**src/rtl/steer_enable_ctrl.sv**
```systemverilog
// Rider-detect and steering-enable controller: settles a balanced rider before enabling
// steering, and debounces weight loss with hysteresis before declaring the rider off.
module steer_enable_ctrl #(
   parameter int unsigned     LD_W         = 12,
   parameter logic [LD_W-1:0] MIN_RIDER_WT = 12'h200,
   parameter logic [LD_W-1:0] HYST         = 12'h040,
   parameter int unsigned     SETTLE_BITS  = 26,
   parameter bit              fast_sim     = 1'b0,
   parameter int unsigned     OFF_DEB      = 4,
   parameter int unsigned     ENTER_SHIFT  = 2,
   parameter int unsigned     EXIT_SHIFT   = 4
) (
   input  logic            clk,
   input  logic            rst_n,
   input  logic [LD_W-1:0] lft_ld,
   input  logic [LD_W-1:0] rght_ld,
   output logic            en_steer,
   output logic            rider_off,
   output logic [1:0]      steer_state
);

   localparam int unsigned TW  = fast_sim ? 15 : SETTLE_BITS;
   localparam int unsigned OCW = ($clog2(OFF_DEB) > 0) ? $clog2(OFF_DEB) : 1;
   localparam logic [OCW-1:0] OFF_LAST = OCW'(OFF_DEB - 1);
   localparam logic [LD_W:0]  ON_THR   = {1'b0, MIN_RIDER_WT};
   localparam logic [LD_W:0]  OFF_THR  = {1'b0, MIN_RIDER_WT - HYST};

   typedef enum logic [1:0] {
      StIdle  = 2'd0,
      StWait  = 2'd1,
      StSteer = 2'd2
   } state_e;

   state_e          state_q, state_d;
   logic [TW-1:0]   timer_q, timer_d;
   logic [OCW-1:0]  off_cnt_q, off_cnt_d;
   logic            rider_off_q, rider_off_d;
   logic            en_steer_q;

   logic [LD_W:0]   sum;
   logic [LD_W-1:0] diff;
   logic            low;
   logic            balanced;
   logic            exit_unbal;
   logic            off_evt;

   always_comb begin
      sum        = {1'b0, lft_ld} + {1'b0, rght_ld};
      diff       = (lft_ld >= rght_ld) ? (lft_ld - rght_ld) : (rght_ld - lft_ld);
      low        = sum < OFF_THR;
      balanced   = {1'b0, diff} < (sum >> ENTER_SHIFT);
      exit_unbal = {1'b0, diff} > (sum - (sum >> EXIT_SHIFT));
      off_evt    = low && (off_cnt_q == OFF_LAST);
   end

   always_comb begin
      state_d     = state_q;
      timer_d     = timer_q;
      rider_off_d = rider_off_q;
      off_cnt_d   = '0;

      // off_evt leaves for IDLE, so the counter never needs to wrap past OFF_LAST
      if (state_q != StIdle && low && !off_evt) begin
         off_cnt_d = off_cnt_q + 1'b1;
      end

      unique case (state_q)
         StIdle: begin
            if (sum > ON_THR) begin
               state_d     = StWait;
               timer_d     = '0;
               rider_off_d = 1'b0;
            end
         end
         StWait: begin
            if (off_evt) begin
               state_d     = StIdle;
               rider_off_d = 1'b1;
            end else if (!balanced) begin
               timer_d = '0;
            end else if (&timer_q) begin
               state_d = StSteer;
            end else begin
               timer_d = timer_q + 1'b1;
            end
         end
         StSteer: begin
            if (off_evt) begin
               state_d     = StIdle;
               rider_off_d = 1'b1;
            end else if (exit_unbal) begin
               state_d = StWait;
               timer_d = '0;
            end
         end
         default: state_d = StIdle;
      endcase
   end

   always_ff @(posedge clk or negedge rst_n) begin
      if (!rst_n) begin
         state_q     <= StIdle;
         timer_q     <= '0;
         off_cnt_q   <= '0;
         rider_off_q <= 1'b0;
         en_steer_q  <= 1'b0;
      end else begin
         state_q     <= state_d;
         timer_q     <= timer_d;
         off_cnt_q   <= off_cnt_d;
         rider_off_q <= rider_off_d;
         en_steer_q  <= (state_d == StSteer);
      end
   end

   assign en_steer    = en_steer_q;
   assign rider_off   = rider_off_q;
   assign steer_state = state_q;

endmodule

```
**config.mk**
```make
export PLATFORM = sky130hd
export DESIGN_NAME = steer_enable_ctrl
export DESIGN_NICKNAME = d
export VERILOG_FILES = /design/src/rtl/steer_enable_ctrl.sv
export SDC_FILE = /design/constraint.sdc
export NUM_CORES = 1
export LEC_CHECK = 0
export CORE_MARGIN = 4
export CORE_UTILIZATION = 62
export DETAILED_ROUTE_END_ITERATION = 12
export GPL_ROUTABILITY_DRIVEN = 1
export HOLD_SLACK_MARGIN = 0.06
export PLACE_DENSITY_LB_ADDON = 0.25
export SLEW_MARGIN = 15
export SYNTH_ARGS = -nofsm -noshare
export SYNTH_HDL_FRONTEND = slang
export SYNTH_SLANG_ARGS = --single-unit
```
**constraint.sdc**
```tcl
create_clock -name clk -period 3.85 [get_ports clk]
set_clock_uncertainty 0.05 [all_clocks]
set_input_delay 0.5775 -clock clk [delete_from_list [all_inputs] [get_ports clk]]
set_output_delay 0.5775 -clock clk [all_outputs]
set_load 0.01 [all_outputs]
```
==> results.sh, run 1 <==
export IMPL_status="aborted with a tool error"
export IMPL_failed_stage="4_1_cts"
export IMPL_stop_error="[ERROR DPL-0038] Utilization greater than 100%, impossible to legalize"
export IMPL_cts_root_buf="clkbuf_8"
export IMPL_hpwl_um=17100
export IMPL_synthMuxAreaShare=0.00789
export IMPL_rows=32
export IMPL_syn_area_mm2=0.00507
export IMPL_ys_seq_elements=32
export IMPL_cts_made_buffers=5
export IMPL_clkSinkCount=32
export IMPL_synth_xor_area_share=0.0545
export IMPL_port_buffers=29
export IMPL_synth_top_family_by_area="compound AO/OA/AOI/OAI gates"
export IMPL_yosysUniqueCellTypes=74
export IMPL_ctsHoldBuffers=0
export IMPL_io_pins=30
export IMPL_die_y_um=98.5
export IMPL_async_flop_share=1.00
export IMPL_synth_nets=769
export IMPL_ys_warn_count=0
export IMPL_post_cts_buffers=41
export IMPL_synth_area_top_cells="ha_1, dfrtp_1, a21oi_1, inv_1, xnor2_1"
export IMPL_synth_compound_area_frac=0.286
export IMPL_die_w_um=98.5
export IMPL_synth_simple_area_share=0.236
export IMPL_yosysMostFrequentCell="ha_1"
export IMPL_synth_top_area_frac=0.170
export IMPL_synth_edf_count=0
export IMPL_cts_resized=143
export IMPL_synth_top_flop_cell="dfrtp_1"
export IMPL_synth_fa_ha_area_frac=0.188
export IMPL_synth_seq_area_share=0.158
export IMPL_gp_congestion=1.12
export IMPL_synthCells=670
export IMPL_dp_cells=978
export IMPL_syn_area_per_cell_um2=7.57
export IMPL_cts_max_level=2
export IMPL_start_util=0.647
export IMPL_pre_cts_ws_ps=-2830
export IMPL_ys_top_cells_by_count="ha_1, inv_1, a21oi_1"
export IMPL_clk_path_buf_depth=2
export IMPL_synth_area_leader_cell="ha_1"
==> stage by stage <==
step | cell area [µm²] | hold WS [ps]
floorplan | 5460 | 232
global placement | 7250 | 375
detailed placement | 7250 | 393
==> cells by family after synthesis <==
group,count (synthesis)
XOR/XNOR,30
buffers and inverters,91
AO/OA/AOI/OAI,207
adder cells (fa/ha/maj),74
AND/OR/NAND/NOR,232
flip-flops,32
multiplexers,4
==> run 2, diff against run 1 <==
CORE_UTILIZATION = 40   (was 62)
HOLD_SLACK_MARGIN = not set   (was 0.06)
PLACE_DENSITY_LB_ADDON = 0.15   (was 0.25)
==> run 2 against run 1 <==
  * The flow now finishes, with violations (setup timing)
  * Synthesized cell count stayed put
  * Area after synthesis stayed put
==> results.sh, run 2 <==
export IMPL_setup_violations=29
export IMPL_port_buffers=29
export IMPL_ir_worst_vdd_mv=0.158
export IMPL_cts_made_buffers=5
export IMPL_power_density_mw_per_mm2=380
export IMPL_postPlaceCellArea_mm2=0.00740
export IMPL_synthCells=670
export IMPL_async_flop_share=1.00
export IMPL_yosysMostFrequentCell="ha_1"
export IMPL_ys_warn_count=0
export IMPL_rsz0062_at_grt="yes"
export IMPL_clk_latency_ps=280
export IMPL_critPathKind="primary input to register"
export IMPL_final_nets=1047
export IMPL_cts_root_buf="clkbuf_16"
export IMPL_start_util=0.416
export IMPL_slew_violations=0
export IMPL_clkSinkCount=32
export IMPL_layout_cells_non_filler=1117
export IMPL_io_pins=30
export IMPL_drt_iter0_markers=480
export IMPL_vias_per_cell=5.75
export IMPL_hold_violations=0
export IMPL_worst_slew_pin_slew_ps=837
export IMPL_drc_errors=0
export IMPL_synth_seq_area_share=0.158
export IMPL_hpwl_um=13900
export IMPL_fin_crit_sh=1.38
export IMPL_leakagePower_nw=4.03
export IMPL_dp_cells=1051
export IMPL_crit_path_end_kind="register"
export IMPL_largest_register_ffs=26
export IMPL_synth_top_area_frac=0.170
export IMPL_drive_above_1_share=0.476
export IMPL_ys_seq_elements=32
export IMPL_cts_tree="built"
export IMPL_synth_top_flop_cell="dfrtp_1"
export IMPL_worstPathRequired_ps=3960
export IMPL_ctsHoldBuffers=0
export IMPL_netSwitchingPower_w=0.00138
export IMPL_antenna_found_initial=0
export IMPL_area_growth_pct=73.8
export IMPL_wl_per_cell_um=17.3
export IMPL_finalCriticalPeriod_ps=5290
export IMPL_synth_edf_count=0
export IMPL_yosysUniqueCellTypes=74
export IMPL_synth_area_leader_cell="ha_1"
export IMPL_violations="setup timing"
export IMPL_regMostFlops="timer_q"
export IMPL_setup_tns_ps=-39890
export IMPL_p_seq_frac=0.109
export IMPL_final_common_cell="buf_4"
export IMPL_syn_area_mm2=0.00507
export IMPL_die_area_mm2=0.0146
export IMPL_synth_nets=769
export IMPL_drt_pass1_iterations=5
export IMPL_die_y_um=121
export IMPL_min_path_type="register to register"
export IMPL_final_core_util=0.722
export IMPL_cp_start_kind="primary input"
export IMPL_fin_area_mm2=0.00882
export IMPL_status="finished, violations left"
export IMPL_slew_headroom=0.428
export IMPL_clk_path_buf_depth=2
export IMPL_hold_ws_ps=386
export IMPL_rows=40
export IMPL_syn_area_per_cell_um2=7.57
export IMPL_comb_power_share=0.754
export IMPL_cap_violations=0
export IMPL_cp_arrival_ps=5410
export IMPL_grt_usage=0.258
export IMPL_layout_cells_most_common_list="buf_4, nor2_1, inv_1"
export IMPL_grt_max_degree=33
export IMPL_core_mm2=0.0122
export IMPL_wl_um=19400
export IMPL_grt_pass1_vias=6405
export IMPL_fin_ws_ps=-1440
export IMPL_sw_frac_of_total=0.413
export IMPL_overflow=0
export IMPL_fmax_ghz=0.189
export IMPL_die_w_um=121
export IMPL_antenna_cells=0
export IMPL_power_frac_clock=0.137
export IMPL_intPower_w=0.00197
export IMPL_antenna_left=0
export IMPL_fillers=923
export IMPL_ys_top_cells_by_count="ha_1, inv_1, a21oi_1"
export IMPL_gp_congestion=0.982
export IMPL_grt_pass1_wl_um=31100
export IMPL_worstPathMaxFanout=7
export IMPL_clk_pin_slew_worst_paths_ps=60
export IMPL_synth_area_top_cells="ha_1, dfrtp_1, a21oi_1, inv_1, xnor2_1"
export IMPL_cts_max_level=2
export IMPL_vias=6428
run 2: cell counts after synthesis:
Identical to the previous run, type by type.
run 2: cell families (layout without fill, tap and decap cells):
| logic type | count (synthesis) | in the layout | share of synthesized area |
|---|---|---|---|
| AOI/OAI and AO/OA | 207 | 207 | 0.286 |
| xor gates and xnor gates | 30 | 30 | 0.0545 |
| adders and majority gates | 74 | 74 | 0.188 |
| buffers and inverters | 91 | 370 | 0.0695 |
| DFF | 32 | 32 | 0.158 |
| muxes | 4 | 4 | 0.00789 |
| and+or+nand+nor | 232 | 232 | 0.236 |
run 2: critical path, stage by stage:
cell	delay [ps]
buf_6	90
buf_6	110
ha_4	230
nand2b_4	150
buf_12	120
a2111oi_4	330
o21ai_2	110
and2_4	160
ha_1	290
a21o_1	190
a21oi_2	170
o31ai_2	90
a21o_1	160
a21o_1	200
a31oi_2	160
nand2_1	90
xnor2_1	140
ha_1	340
nand3_4	110
nor2_4	150
a2111oi_4	90
a21oi_4	140
inv_2	50
o31a_4	380
buf_16	160
nor3_4	320
clkbuf_16	230
a21oi_1	50
run 2: metal layers:
metal	global-route usage	part of all wire	vias to the layer above
met5	0	0	-
met4	0.0432	0.015	0
met3	0.0337	0.062	34
met2	0.429	0.47	250
met1	0.362	0.45	3094
li1	-	-	3050
run 2: layout make-up:
cell class	count	area, µm²	area share
multi-input cells	547	4880	0.553
repair buffers	297	2500	0.284
flip-flops and latches	32	801	0.0908
inverters	65	260	0.0295
well taps	168	210	0.0238
clock buffers	6	129	0.0146
clock inverters	2	35.0	0.00397
run 2: final timing paths:
kind,start,to,slack [ps],cells past startpoint
hold / removal,off_cnt_q[0],off_cnt_q[0],390,1
setup reg to reg,timer_q[0],timer_q[6],390,13
hold reg to reg,off_cnt_q[0],off_cnt_q[0],390,1
min in group asynchronous,rst_n,rider_off,650,2
setup / recovery,rght_ld[1],timer_q[11],-1440,28
max in group asynchronous,rst_n,timer_q[13],2780,2
run 2: through the flow:
step	setup WS, ps	power (W)
final	-1440	0.00335
after global routing	-1670	0.00358
after CTS	-1390	0.00315
after detailed placement	-2400	0.00229
after global placement	-2290	0.00225
after floorplan	-1480	0.00149
run 2: power groups by stage:
stage | Sequential (W) | Combinational, W | Clock [W]
2_1_floorplan | 0.000368 | 0.00112 | 0
3_3_place_gp | 0.000368 | 0.00188 | 0
3_5_place_dp | 0.000369 | 0.00192 | 0
4_1_cts | 0.000365 | 0.00233 | 0.000456
5_1_grt | 0.000368 | 0.00273 | 0.000480
6_report | 0.000365 | 0.00253 | 0.000458
run 2: repair_timing:
item,4_1_cts,5_1_grt
pin swaps,48,51
resized for setup,169,60
cloned,3,1
setup buffers,45,14
setup endpoints to repair,30,30
Power figures use the tool's default switching activity.
==> run 3, diff against run 2 <==
CTS_BUF_LIST = sky130_fd_sc_hd__clkbuf_2 sky130_fd_sc_hd__clkbuf_4 sky130_fd_sc_hd__clkbuf_8   (was not set)
==> run 3 against run 2 <==
  * Routed wire length rose by 0.17%
  * Count of clock-buffer cells in the layout unchanged
  * Via count fell by 0.95%
  * Largest cell class unchanged
  * Hold slack gained 3.7 ps
  * Global-route usage shrank 0.44 points
  * Combinational power barely moved
  * Cell count did not move
  * Final area is 0.92% higher
  * Register-to-register slack got worse by 40 ps
  * Largest power group unchanged
  * Non-clock buffer count unchanged
  * The flow still finishes with violations (setup timing)
  * Sequential cell count unchanged
==> results.sh, run 3 (synthesis results as in run 2) <==
export IMPL_status="finished, violations left"
export IMPL_violations="setup timing"
export IMPL_cp_start_kind="primary input"
export IMPL_cts_max_level=2
export IMPL_clk_latency_ps=290
export IMPL_io_pins=30
export IMPL_drive_above_1_share=0.492
export IMPL_grt_pass1_wl_um=30600
export IMPL_worst_slew_pin_slew_ps=869
export IMPL_drc_errors=0
export IMPL_r2r_end="timer_q[13]"
export IMPL_setup_violations=29
export IMPL_finalCriticalPeriod_ps=5280
export IMPL_drt_pass1_iterations=7
export IMPL_wl_um=19400
export IMPL_cap_violations=0
export IMPL_regMostFlops="timer_q"
export IMPL_final_common_cell="buf_4"
export IMPL_vias_per_cell=5.70
export IMPL_routed_top_layer="met4"
export IMPL_ir_worst_vdd_mv=0.172
export IMPL_holdPathEnd="off_cnt_q[0]"
export IMPL_fmax_ghz=0.189
export IMPL_min_path_type="register to register"
export IMPL_fin_crit_sh=1.37
export IMPL_clkSinkCount=32
export IMPL_antenna_left=0
export IMPL_rows=40
export IMPL_die_area_mm2=0.0146
export IMPL_grt_usage=0.253
export IMPL_die_y_um=121
export IMPL_rsz0062_at_grt="yes"
export IMPL_hold_depth=1
export IMPL_sw_frac_of_total=0.424
export IMPL_die_w_um=121
export IMPL_drt_iter0_markers=556
export IMPL_hold_start="off_cnt_q[0]"
export IMPL_intPower_w=0.00186
export IMPL_comb_power_share=0.784
export IMPL_overflow=0
export IMPL_fin_ws_ps=-1430
export IMPL_hpwl_um=13900
export IMPL_hold_violations=0
export IMPL_area_growth_pct=75.4
export IMPL_cts_tree="built"
export IMPL_m1WireLength_um=8710
export IMPL_slew_headroom=0.406
export IMPL_clk_path_buf_depth=2
export IMPL_r2r_slack_ps=350
export IMPL_grt_pass1_vias=6438
export IMPL_core_mm2=0.0122
export IMPL_p_total_w=0.00324
export IMPL_worstRegToRegCells=12
export IMPL_clk_pin_slew_worst_paths_ps=70
export IMPL_p_seq_frac=0.113
export IMPL_slew_violations=0
export IMPL_leakagePower_nw=4.02
export IMPL_largest_register_ffs=26
export IMPL_cts_root_buf="clkbuf_8"
export IMPL_regToRegStartpoint="timer_q[0]"
export IMPL_power_frac_clock=0.104
export IMPL_wl_met3_um=1110
export IMPL_worstPathMaxFanout=6
export IMPL_wl_per_cell_um=17.4
export IMPL_hold_ws_ps=390
export IMPL_final_nets=1047
export IMPL_vias=6367
export IMPL_critPathKind="primary input to register"
export IMPL_gp_congestion=0.982
export IMPL_cp_arrival_ps=5400
export IMPL_power_density_mw_per_mm2=364
export IMPL_antenna_cells=0
export IMPL_crit_path_end_kind="register"
export IMPL_met2_length_um=9190
export IMPL_worstPathRequired_ps=3970
export IMPL_layout_cells_most_common_list="buf_4, nor2_1, inv_1"
export IMPL_grt_max_degree=33
export IMPL_cts_made_buffers=5
export IMPL_netSwitchingPower_w=0.00137
export IMPL_pre_cts_ws_ps=-2400
export IMPL_port_buffers=29
export IMPL_start_util=0.416
export IMPL_antenna_found_initial=0
==> run 3: stage by stage <==
step           instance area, µm²  cells   util  setup TNS (ps)
3_3_place_gp                 7400   1051  0.606          -64120
6_report                     8900   1117  0.729          -38320
5_1_grt                      8900   1117  0.729          -44120
4_1_cts                      8510   1110  0.697          -37110
3_5_place_dp                 7400   1051  0.606          -67350
2_1_floorplan                5460    670      -          -38210
==> run 3: how the worst max path moves through the flow <==
stage               slack [ps]       start     endpoint  cells past startpoint
finish                   -1430   lft_ld[1]  timer_q[24]                     27
CTS                      -1360   lft_ld[0]  timer_q[24]                     28
detailed placement       -2400  rght_ld[0]  timer_q[17]                     25
floorplan                -1480   lft_ld[0]   timer_q[5]                     27
global route             -1620   lft_ld[1]  timer_q[24]                     28
global placement         -2290  rght_ld[0]  timer_q[20]                     26
==> run 3: per-layer routing <==
metal	GRT usage	vias up
li1	-	3045
met1	0.347	3061
met2	0.425	218
met3	0.0365	43
met4	0.0531	0
met5	0	-
==> run 3: cell type report <==
class / count / area, µm²
flip-flops and latches: 32 / 801
clock buffers: 6 / 76.3
fillers: 910 / 3310
multi-input cells: 547 / 5010
inverters: 65 / 265
well taps: 168 / 210
repair buffers: 297 / 2500
clock inverters: 2 / 35.0
==> run 3: power by group through the flow <==
| stage | clock [W] | sequential, W | combinational, W |
|---|---|---|---|
| detailed placement | 0 | 0.000369 | 0.00192 |
| global route | 0.000354 | 0.000367 | 0.00275 |
| finish | 0.000335 | 0.000365 | 0.00254 |
| CTS | 0.000335 | 0.000363 | 0.00232 |
| floorplan | 0 | 0.000368 | 0.00112 |
| global placement | 0 | 0.000368 | 0.00188 |
==> run 3: critical path: stages <==
cell	delay, ps
buf_8	80
clkinvlp_4	120
buf_6	150
fa_2	380
o21bai_1	200
o211ai_1	140
and4_1	240
or3_4	350
buf_4	160
buf_4	140
inv_1	80
ha_1	240
a21o_1	170
a31oi_2	170
nand2_1	90
xnor2_1	140
ha_1	340
nand3_4	110
nor2_4	150
a2111oi_4	90
a21oi_4	140
inv_2	60
o31a_4	390
buf_12	160
buf_12	130
o41ai_4	300
a21oi_2	90
==> run 3: timing repair <==
item / 4_1_cts / 5_1_grt
gates cloned: 3 / 2
pin swaps: 48 / 54
resized for setup: 172 / 84
endpoints found under the setup margin: 29 / 30
setup buffers: 49 / 11
hold buffers: 0 / 0
==> run 4, diff against run 3 <==
CORE_MARGIN = not set   (was 4)
==> run 4 against run 3 <==
  * The run still ends with setup timing left
  * Largest cell class unchanged
  * Maximum frequency is 1.6% lower
  * Critical endpoint is now timer_q[20]
  * Critical path type unchanged
  * Critical path depth is 1 lower
  * Routed wire length is 0.50% lower
  * Count of clock-buffer cells in the layout is 1 lower
  * Setup slack worse by 87 ps
==> results.sh, run 4 (synthesis results as in run 2) <==
export IMPL_sw_frac_of_total=0.433
export IMPL_p_total_w=0.00311
export IMPL_final_core_util=0.724
export IMPL_largest_register_ffs=26
export IMPL_path_depth=26
export IMPL_postPlaceCellArea_mm2=0.00746
export IMPL_violations="setup timing"
export IMPL_critPathSlowestCell="a2111o_1"
export IMPL_final_common_cell="buf_4"
export IMPL_hold_violations=0
export IMPL_path_buf_inv=7
export IMPL_area_growth_pct=74.2
export IMPL_pre_cts_ws_ps=-2340
export IMPL_clkSinkCount=32
export IMPL_vias_per_cell=5.72
export IMPL_antenna_cells=0
export IMPL_die_area_mm2=0.0131
export IMPL_netSwitchingPower_w=0.00134
export IMPL_grt_pass1_vias=6263
export IMPL_wl_per_cell_um=17.2
export IMPL_fin_ws_ps=-1510
export IMPL_fin_area_mm2=0.00884
export IMPL_worstPathMaxFanout=5
export IMPL_start_util=0.416
export IMPL_crit_top_cell="buf_6"
export IMPL_clk_pin_slew_worst_paths_ps=60
export IMPL_antenna_left=0
export IMPL_p_seq_frac=0.117
export IMPL_dp_cells=1060
export IMPL_intPower_w=0.00176
export IMPL_multi_input_area_mm2=0.00490
export IMPL_grt_max_degree=33
export IMPL_crit_path_end_kind="register"
export IMPL_antenna_found_initial=0
export IMPL_rows=40
export IMPL_overflow=0
export IMPL_power_density_mw_per_mm2=351
export IMPL_crit_family="compound AO/OA/AOI/OAI gates"
export IMPL_leakagePower_nw=4.04
export IMPL_rsz0062_at_grt="yes"
export IMPL_worstPathRequired_ps=3980
export IMPL_core_mm2=0.0122
export IMPL_comb_power_share=0.805
export IMPL_cts_tree="built"
export IMPL_slew_violations=0
export IMPL_drt_pass1_iterations=7
export IMPL_fillers=972
export IMPL_vias=6432
export IMPL_seqCellArea_um2=801
export IMPL_drc_errors=0
export IMPL_cts_max_level=2
export IMPL_grt_usage=0.292
export IMPL_io_pins=30
export IMPL_gp_congestion=0.902
export IMPL_critPathKind="primary input to register"
export IMPL_die_w_um=115
export IMPL_grt_pass1_wl_um=30600
export IMPL_min_path_type="register to register"
export IMPL_cp_arrival_ps=5500
export IMPL_clk_path_buf_depth=2
export IMPL_slew_headroom=0.442
export IMPL_wl_um=19300
export IMPL_hpwl_um=13800
export IMPL_cts_root_buf="clkbuf_8"
export IMPL_power_frac_clock=0.077
export IMPL_clk_latency_ps=300
export IMPL_cap_violations=0
export IMPL_setup_violations=29
export IMPL_fmax_ghz=0.186
export IMPL_fin_crit_sh=1.39
export IMPL_finalCriticalPeriod_ps=5360
export IMPL_hold_depth=1
export IMPL_critical_path_max_stage_delay_ps=470
export IMPL_cp_start_kind="primary input"
export IMPL_drt_iter0_markers=492
export IMPL_drive_above_1_share=0.490
export IMPL_final_nets=1057
export IMPL_status="finished, violations left"
export IMPL_die_y_um=115
export IMPL_worstRegToRegCells=12
export IMPL_ir_worst_vdd_mv=0.179
export IMPL_layout_cells_most_common_list="buf_4, nor2_1, ha_1"
export IMPL_cts_made_buffers=5
export IMPL_port_buffers=29
export IMPL_layout_cells_non_filler=1124
export IMPL_worst_slew_pin_slew_ps=816
export IMPL_regMostFlops="timer_q"
[run 4: changes by cell type in the layout (fill, tap and decap cells not counted), moves of 4 or more]
cell            delta
dlymetal6s2s_1     +4
buf_4             +11
buf_6              +4
ha_4               -4
a31o_2             +4
a31o_4             -4
dlygate4sd2_1      -4
[run 4: per-layer routing]
metal  vias up  GRT usage  share of wire
met4         0     0.0511          0.021
met3        50     0.0365          0.057
li1       3058          -              -
met1      3083      0.408           0.45
met2       241      0.486           0.48
met5         -          0              0
[run 4: through the flow]
stage          setup TNS, ps  hold slack (ps)
2_1_floorplan         -38210              232
3_3_place_gp          -61290              374
3_5_place_dp          -65450              390
4_1_cts               -40030              398
5_1_grt               -47070              426
6_report              -41290              394
[run 4: layout make-up]
type                    instances  share of cell area
repair buffers                307               0.293
flip-flops and latches         32              0.0906
multi-input cells             547               0.554
inverters                      65              0.0309
clock buffers                   5             0.00779
well taps                     168              0.0238
[run 4: path summary, 6_finish.rpt]
check / start / end / slack, ps
max: rght_ld[1] / timer_q[20] / -1510
min: off_cnt_q[0] / off_cnt_q[0] / 390
max reg2reg: timer_q[0] / timer_q[14] / 250
min reg2reg: off_cnt_q[0] / off_cnt_q[0] / 390
max in group asynchronous: rst_n / timer_q[22] / 2800
min in group asynchronous: rst_n / timer_q[0] / 630
[run 4: worst register-to-register path, delay by kind of cell, from the launching register on]
family,cells,cell delay [ps]
adders and majority gates,1,220
and+or+nand+nor,7,2140
buffers and inverters,1,190
DFF,1,420
AOI/OAI and AO/OA,3,510
[run 4: repair_timing]
item	CTS	global route
hold buffers	0	0
setup buffers	38	19
cloned	5	0
endpoints found under the setup margin	30	29
pin swaps	65	80
resized for setup	159	91
[run 4: power groups by stage]
stage	registers, W	logic, W	clock network, W
after floorplan	0.000368	0.00112	0
after global placement	0.000368	0.00190	0
after detailed placement	0.000369	0.00195	0
after CTS	0.000364	0.00227	0.000239
after global routing	0.000366	0.00271	0.000250
final	0.000364	0.00250	0.000240
